## config.mk

```make
export PLATFORM = sky130hd
export DESIGN_NAME = clause_pending_scheduler
export DESIGN_NICKNAME = d
export VERILOG_FILES = /design/src/rtl/clause_pending_scheduler.sv
export SDC_FILE = /design/constraint.sdc
export NUM_CORES = 1
export LEC_CHECK = 0
export BUFFER_PORTS_ARGS = -buffer_cell sky130_fd_sc_hd__buf_4
export CAP_MARGIN = 10
export CORE_MARGIN = 3
export CORE_UTILIZATION = 36
export DETAILED_ROUTE_END_ITERATION = 8
export PLACE_DENSITY_LB_ADDON = 0.05
export SYNTH_ARGS = -nofsm -noshare
export SYNTH_HDL_FRONTEND = slang
export SYNTH_SLANG_ARGS = --single-unit
export TNS_END_PERCENT = 100
```

## constraint.sdc

```tcl
create_clock -name clk -period 6.7 [get_ports clk]
set_clock_uncertainty 0.1 [all_clocks]
set_input_delay 1.34 -clock clk [delete_from_list [all_inputs] [get_ports clk]]
set_output_delay 1.34 -clock clk [all_outputs]
set_load 0.01 [all_outputs]
```

## src/rtl/clause_pending_scheduler.sv

```systemverilog
// clause_pending_scheduler
// Pending-clause bitmap with a segmented scan. Other blocks OR set requests
// into the bitmap. The FSM examines SEG_W bits per cycle and offers the
// lowest pending index on a valid/ready port. The offered bit is cleared when
// the consumer accepts it.
// Optional build macro ROUND_ROBIN_EN: a scan that follows a handshake resumes
// just after the last grant instead of at segment 0.
module clause_pending_scheduler #(
  parameter int CLAUSE_NUM     = 64,
  parameter int CLAUSE_NUM_LOG = 6,
  parameter int SEG_W          = 16
) (
  input  logic                      clk,
  input  logic                      rst,
  input  logic                      flush,
  input  logic [CLAUSE_NUM-1:0]     set_vec,
  output logic                      out_valid,
  input  logic                      out_ready,
  output logic [CLAUSE_NUM_LOG-1:0] out_idx,
  output logic                      pending_any,
  output logic                      scan_busy
);

  localparam int NSEG  = CLAUSE_NUM / SEG_W;
  localparam int PTR_W = (NSEG > 1) ? $clog2(NSEG) : 1;
  localparam int LO_W  = (SEG_W > 1) ? $clog2(SEG_W) : 1;

  localparam logic [1:0] ST_IDLE = 2'd0;
  localparam logic [1:0] ST_SCAN = 2'd1;
  localparam logic [1:0] ST_HOLD = 2'd2;

  logic [1:0]                      state;
  logic [PTR_W-1:0]                seg_ptr;
  logic [PTR_W-1:0]                next_ptr;
  logic [PTR_W-1:0]                restart_ptr;
  logic [CLAUSE_NUM-1:0]           pending;
  logic [CLAUSE_NUM-1:0]           clr_vec;
  logic [NSEG-1:0][SEG_W-1:0]      pending_seg;
  logic [SEG_W-1:0]                seg_mask;
  logic [SEG_W-1:0]                seg_eff;
  logic                            seg_hit;
  logic [LO_W-1:0]                 low_bit;
  logic [LO_W-1:0]                 mask_lo;
  logic [CLAUSE_NUM_LOG-1:0]       hit_idx;
  logic                            handshake;
  logic                            first_visit;
  logic                            last_exam;

  assign handshake   = out_valid && out_ready;
  assign pending_seg = pending;
  assign pending_any = |pending;
  assign scan_busy   = (state == ST_SCAN);
  assign next_ptr    = (seg_ptr == PTR_W'(NSEG - 1)) ? '0 : seg_ptr + 1'b1;

`ifdef ROUND_ROBIN_EN
  localparam int CNT_W = $clog2(NSEG + 1);

  logic             rr_scan;
  logic [CNT_W-1:0] scan_cnt;

  // out_idx is frozen for the whole scan, so the resume point and the
  // first-visit mask can be derived from it directly.
  assign restart_ptr = PTR_W'(out_idx / SEG_W);
  assign mask_lo     = LO_W'(out_idx % SEG_W);
  assign first_visit = rr_scan && (scan_cnt == '0);
  // A resumed scan revisits its start segment unmasked: one extra examination.
  assign last_exam   = rr_scan ? (scan_cnt == CNT_W'(NSEG))
                               : (scan_cnt == CNT_W'(NSEG - 1));

  // Track scan origin and the number of segments examined so far.
  always_ff @(posedge clk) begin
    if (rst || flush) begin
      rr_scan  <= 1'b0;
      scan_cnt <= '0;
    end else begin
      case (state)
        ST_IDLE: begin
          rr_scan  <= 1'b0;
          scan_cnt <= '0;
        end
        ST_SCAN: begin
          if (!seg_hit) scan_cnt <= scan_cnt + 1'b1;
        end
        ST_HOLD: begin
          if (out_ready) begin
            rr_scan  <= 1'b1;
            scan_cnt <= '0;
          end
        end
        default: begin
          rr_scan  <= 1'b0;
          scan_cnt <= '0;
        end
      endcase
    end
  end
`else
  assign restart_ptr = '0;
  assign mask_lo     = '0;
  assign first_visit = 1'b0;
  assign last_exam   = (seg_ptr == PTR_W'(NSEG - 1));
`endif

  // One-hot clear of the clause being accepted this cycle.
  always_comb begin
    // NOTE: every always_comb output gets a default first so no path leaves it
    // unassigned, which would otherwise infer a latch.
    clr_vec = '0;
    if (handshake) clr_vec[out_idx] = 1'b1;
  end

  // Mask off indices at or below the last grant on a resumed scan's first visit.
  always_comb begin
    seg_mask = '1;
    for (int j = 0; j < SEG_W; j++) begin
      seg_mask[j] = !first_visit || (LO_W'(j) > mask_lo);
    end
  end

  // Lowest set bit in the segment under examination.
  always_comb begin
    seg_eff = pending_seg[seg_ptr] & seg_mask;
    seg_hit = |seg_eff;
    low_bit = '0;
    for (int j = SEG_W - 1; j >= 0; j--) begin
      if (seg_eff[j]) low_bit = LO_W'(j);
    end
    hit_idx = CLAUSE_NUM_LOG'(seg_ptr) * CLAUSE_NUM_LOG'(SEG_W)
            + CLAUSE_NUM_LOG'(low_bit);
  end

  // Pending bitmap update and IDLE/SCAN/HOLD sequencing.
  always_ff @(posedge clk) begin
    // NOTE: registered state uses non-blocking assignment so every flop samples
    // pre-edge values regardless of statement order.
    if (rst) begin
      pending   <= '0;
      state     <= ST_IDLE;
      seg_ptr   <= '0;
      out_valid <= 1'b0;
      out_idx   <= '0;
    end else if (flush) begin
      // out_idx deliberately keeps its last value.
      pending   <= '0;
      state     <= ST_IDLE;
      seg_ptr   <= '0;
      out_valid <= 1'b0;
    end else begin
      // Set is ORed after the clear, so a re-set in the handshake cycle wins.
      pending <= (pending & ~clr_vec) | set_vec;
      case (state)
        ST_IDLE: begin
          if (|pending) begin
            state   <= ST_SCAN;
            seg_ptr <= '0;
          end
        end
        ST_SCAN: begin
          if (seg_hit) begin
            out_idx   <= hit_idx;
            out_valid <= 1'b1;
            state     <= ST_HOLD;
          end else if (last_exam) begin
            seg_ptr <= '0;
            state   <= ST_IDLE;
          end else begin
            seg_ptr <= next_ptr;
          end
        end
        ST_HOLD: begin
          if (out_ready) begin
            out_valid <= 1'b0;
            seg_ptr   <= restart_ptr;
            state     <= ST_SCAN;
          end
        end
        default: begin
          state     <= ST_IDLE;
          out_valid <= 1'b0;
        end
      endcase
    end
  end

endmodule
```

# After elaboration in Yosys (flattened, before gate mapping)
# Cells that the tools add are included.
[totals] regBits=75 in_bits=68 out_inout_bits=9
[op_classes] n_addsub=2 magnitude_cmp=3 eq_ne=8 n_mux=34 n_bitwise=5 reduce_logical=11
[op_table] operator="$and 64x64->64" count=1
[op_table] operator="$mux 4" count=16
[op_table] operator="$mux 64" count=1
[op_table] operator="$not 64->64" count=1
[op_table] operator="$or 64x64->64" count=1
[op_table] operator="$reduce_or 64->1" count=1
[op_table] operator="$bmux 16 s2" count=1
[op_table] operator="$mux 16" count=1
[op_table] operator="$mux 2" count=8
[op_table] operator="$reduce_or 16->1" count=1
[op_table] operator="$pmux 2 s3" count=2
[op_table] operator="$reduce_and 3->1" count=3
[op_table] operator="$lt 6x7->1 const B" count=1
[op_table] operator="$add 6x4->6" count=1
[op_table] operator="$demux 1 s6" count=1
[op_table] operator="$ge 6x1->1 const B" count=1
[op_table] operator="$ne 2x2->1 const B" count=3
[op_table] operator="$eq 2x2->1 const B" count=2
[op_table] operator="$reduce_and 4->1" count=1
[op_table] operator="$lt 2x3->1 const B" count=1
[op_table] operator="$mux 1" count=3
[op_table] operator="$ne 3x1->1 const B" count=1
[op_table] operator="$pmux 1 s3" count=1
[op_table] operator="$reduce_bool 3->1" count=1
[op_table] operator="7 further kinds" count=9

# Logic depth before layout (Yosys ltp)
[logic_depth] word_depth=19 depth_mapped=9

# Least setup slack after synthesis
# OpenSTA, ideal clock, no wires.
[synth_path] path_kind="input -> register" startpoint="in rst" endpoint="reg out_valid" setup_ns=0.128 arrival_time_ns=2.565 required_time_ns=6.472 path_slack_ns=3.907 cell_stages=6 path_buffers=4 cell_sequence="clkbuf_1 or2_2 clkbuf_1 clkbuf_1 buf_1 nor2_1"
[synth_via] elab_chain_len=1
[synth_rtl] element="start: declaration" line="14" text="input logic rst,"
[synth_rtl] element="$reduce_or 2->1 (no source line)"
[synth_rtl] element="end signal: assignment" line="140" text="out_valid <= 1'b0;"
[synth_rtl] element="end signal: assignment" line="147" text="out_valid <= 1'b0;"
[synth_rtl] element="end signal: assignment" line="161" text="out_valid <= 1'b1;"
[synth_rtl] element="end: declaration" line="17" text="output logic out_valid,"
# Every way passes these cells.
# A chain may end at the register's enable or synchronous reset.

# Worst setup path in the final report
[layout_path] startpoint="reg pending[2]" endpoint="out pending_any"
[layout_via] elab_chain_len=1
[layout_rtl] element="start: declaration" line="36" text="logic [CLAUSE_NUM-1:0] pending;"
[layout_rtl] element="start signal: assignment" line="150" text="pending <= (pending & ~clr_vec) | set_vec;"
[layout_rtl] element="$reduce_or 64->1" line="51" text="assign pending_any = |pending;"
[layout_rtl] element="end: declaration" line="20" text="output logic pending_any,"
# Every way passes these cells.

==> flow_summary.yaml <==
drt:
  routed_wl_mm: 11.4
  drt_iter0_drc: 155
  drc_errors: 0
  via_per_inst: 5.37
  ant_nets: 0
  num_vias: 3391
  drtPass1Iterations: 5
  wire_per_inst_um: 18.1
floorplanning:
  rows: 35
  fp.dieW_um: 106
  core_mm2: 0.00950
  die_area_mm2: 0.0113
  start_util: 0.380
  die_h_um: 106
  top_level_ports: 77
worst_setup_path:
  crit_required_ns: 5.26
  cpMostUsedCell: "nor4_1"
  critPathCaptureType: "output port"
  arrival_ns: 2.18
  cp_cell_sequence: "nor4_1, nand4_1, nor4_1, inv_1, buf_4"
  critical_path_class: "reg2out"
  worstSetupStartpointType: "flop"
  slowest_delay_ns: 0.67
  path_max_fanout: 3
  crit_slowest_cell: "nor4_1"
  rr_worst_depth: 6
sta:
  fmax_mhz: 277
  hold_violations: 0
  relSlewSlack: 0.310
  tightest_slew_ns: 1.03
  final.setup.worst_slack_ns: 3.08
  rsz0062_at_grt: "no"
  min_period_ns: 3.62
  fin_crit_sh: 0.540
  finalSetupViolCount: 0
  holdWs_ns: 0.407
  timing.setup.tns_ns: 0
  drv_slew: 0
clock_network:
  clock_latency_ns: 0.36
  cts_buffers: 9
  hold_buffers: 0
  cts_buffer_depth: 2
  cts_sinks: 75
  clkTransAtPathRegs_ns: 0.08
  cts_tree: "built"
  post_cts_resized: 0
  cts_setup_buffers: 0
  htreeDepth: 3
  root_buffer: "clkbuf_8"
placed_design:
  placed_cell_area_mm2: 0.00425
  placedCellCount: 616
  dp_worst_setup_slack_ns: 3.42
  portBuffers: 76
  gp_congestion: 0.866
  hpwl_mm: 8.78
layout:
  drive_above_1_share: 0.247
  fin_cells: 632
  antenna-diode-count: 0
  area_delta_synth_final_pct: 25.2
  final_nets: 567
  final_area_mm2: 0.00452
logic_synthesis:
  syn-cell-area_mm2: 0.00361
  yosysTopAreaCellShare: 0.416
  yosys.cell_types.count: 37
  ys_warn_count: 0
  syn_area_per_cell_um2: 8.40
  synth_nets: 499
  synthArstFlopShare: 0
  synth-seq-area-share: 0.416
  synth_area_leader_cell: "dfxtp_1"
  synth_area_leaders: "dfxtp_1, mux4_2, a21oi_1, o21ai_0, inv_1"
  synth_edf_count: 0
  synth-seq-cells: 75
  ys_dominant_reg_cell: "dfxtp_1"
  netlist_instances: 430
pwr:
  power.share.clock: 0.435
  sw_frac_of_total: 0.241
  p_switching_uw: 261
  powerDensity_mw_per_mm2: 239
  leakagePower_uw: 0.00182
  seqPwrFrac: 0.455
  irDropWorstVdd_mv: 0.0898
  p_comb_frac: 0.110
  power.internal_uw: 821
hold_path:
  hold_path_class: "reg2reg"
  whs_path_depth: 2
outcome:
  outcome: "complete, no violations"
global_route:
  grt_overflow: 0
  grt_max_degree: 70
  grt_pass1_wl_mm: 17.9
  track_usage: 0.206
  grt_pass1_vias: 3315
  antenna_found_initial: 0
job:
  maxCapViolCount: 0
[critical path: cells and delay by family, from the launching register on]
family,cells,cell delay [ns]
and+or+nand+nor,3,1.22
DFF,1,0.35
buffers and inverters,2,0.26
[flip-flops by register name, indices dropped and copies added (netlist names)]
signal     flops
pending       64
out_idx        6
state          2
seg_ptr        2
out_valid      1
[final timing paths]
check / start / endpoint / slack (ns)
min reg2reg: pending[59] / pending[59] / 0.41
max reg2reg: seg_ptr[0] / out_idx[4] / 3.43
min: pending[59] / pending[59] / 0.41
max: pending[2] / pending_any / 3.08
[layout make-up]
class	instances	area (µm²)
sequential	75	1500
fill	984	4980
tap	129	161
clock buffer	9	124
clock inverter	7	148
multi-input combinational	287	1830
timing repair buffer	77	578
inverter	48	180
[stage by stage]
step | utilization | total power (µW)
after floorplan | - | 563
after global placement | 0.447 | 619
after CTS | 0.476 | 1090
after detailed placement | 0.447 | 620
after global routing | 0.476 | 1120
final | 0.476 | 1080
[synthesized netlist by cell type, drive strengths merged (2+ instances only)]
cell type / n
a211oi: 3
a21oi: 70
a31o: 2
and2: 2
buf: 6
clkbuf: 14
dfxtp: 75
inv: 48
mux2i: 2
mux4: 16
nand2: 27
nand2b: 3
nand3: 6
nand3b: 6
nand4: 4
nor2: 43
nor2b: 3
nor3: 5
nor3b: 7
nor4: 20
o21ai: 45
o21bai: 2
o31ai: 4
or2: 7
or3b: 2
or4: 2
[cells in the final DEF, fill, tap and decap left out, drive strengths merged, types with 3 or more instances in the layout]
cell type,n
or2,7
bufinv,4
buf,77
nand2b,3
nor2,43
nor3b,7
mux4,16
nor4,20
clkbuf,9
o31ai,4
nor3,5
nand3b,6
o21ai,45
nand4,4
nand3,6
inv,50
a21oi,70
a211oi,3
nand2,27
nor2b,3
dfxtp,75
[cell families (layout without fill, tap and decap cells)]
kind of cell,count (synthesis),count (layout),share of synthesized area
DFF,75,75,0.416
muxes,18,18,0.105
buffers and inverters,68,141,0.0776
adders and majority gates,1,1,0.00346
AOI/OAI and AO/OA,130,130,0.192
and+or+nand+nor,138,138,0.206
[power groups by stage]
| stage | Sequential, µW | Combinational (µW) | Clock, µW |
|---|---|---|---|
| after floorplan | 488 | 75.0 | 0 |
| after global placement | 502 | 118 | 0 |
| after detailed placement | 501 | 119 | 0 |
| after CTS | 491 | 119 | 478 |
| after global routing | 495 | 133 | 494 |
| final | 492 | 119 | 471 |
[metal layers]
layer | share of wire | vias to the layer above | track usage
met5 | 0 | - | 0
met4 | 0.019 | 0 | 0.0712
met3 | 0.079 | 14 | 0.0364
met2 | 0.44 | 130 | 0.310
met1 | 0.46 | 1593 | 0.298
li1 | - | 1654 | -
No activity file was read; power rests on OpenSTA's default activity.
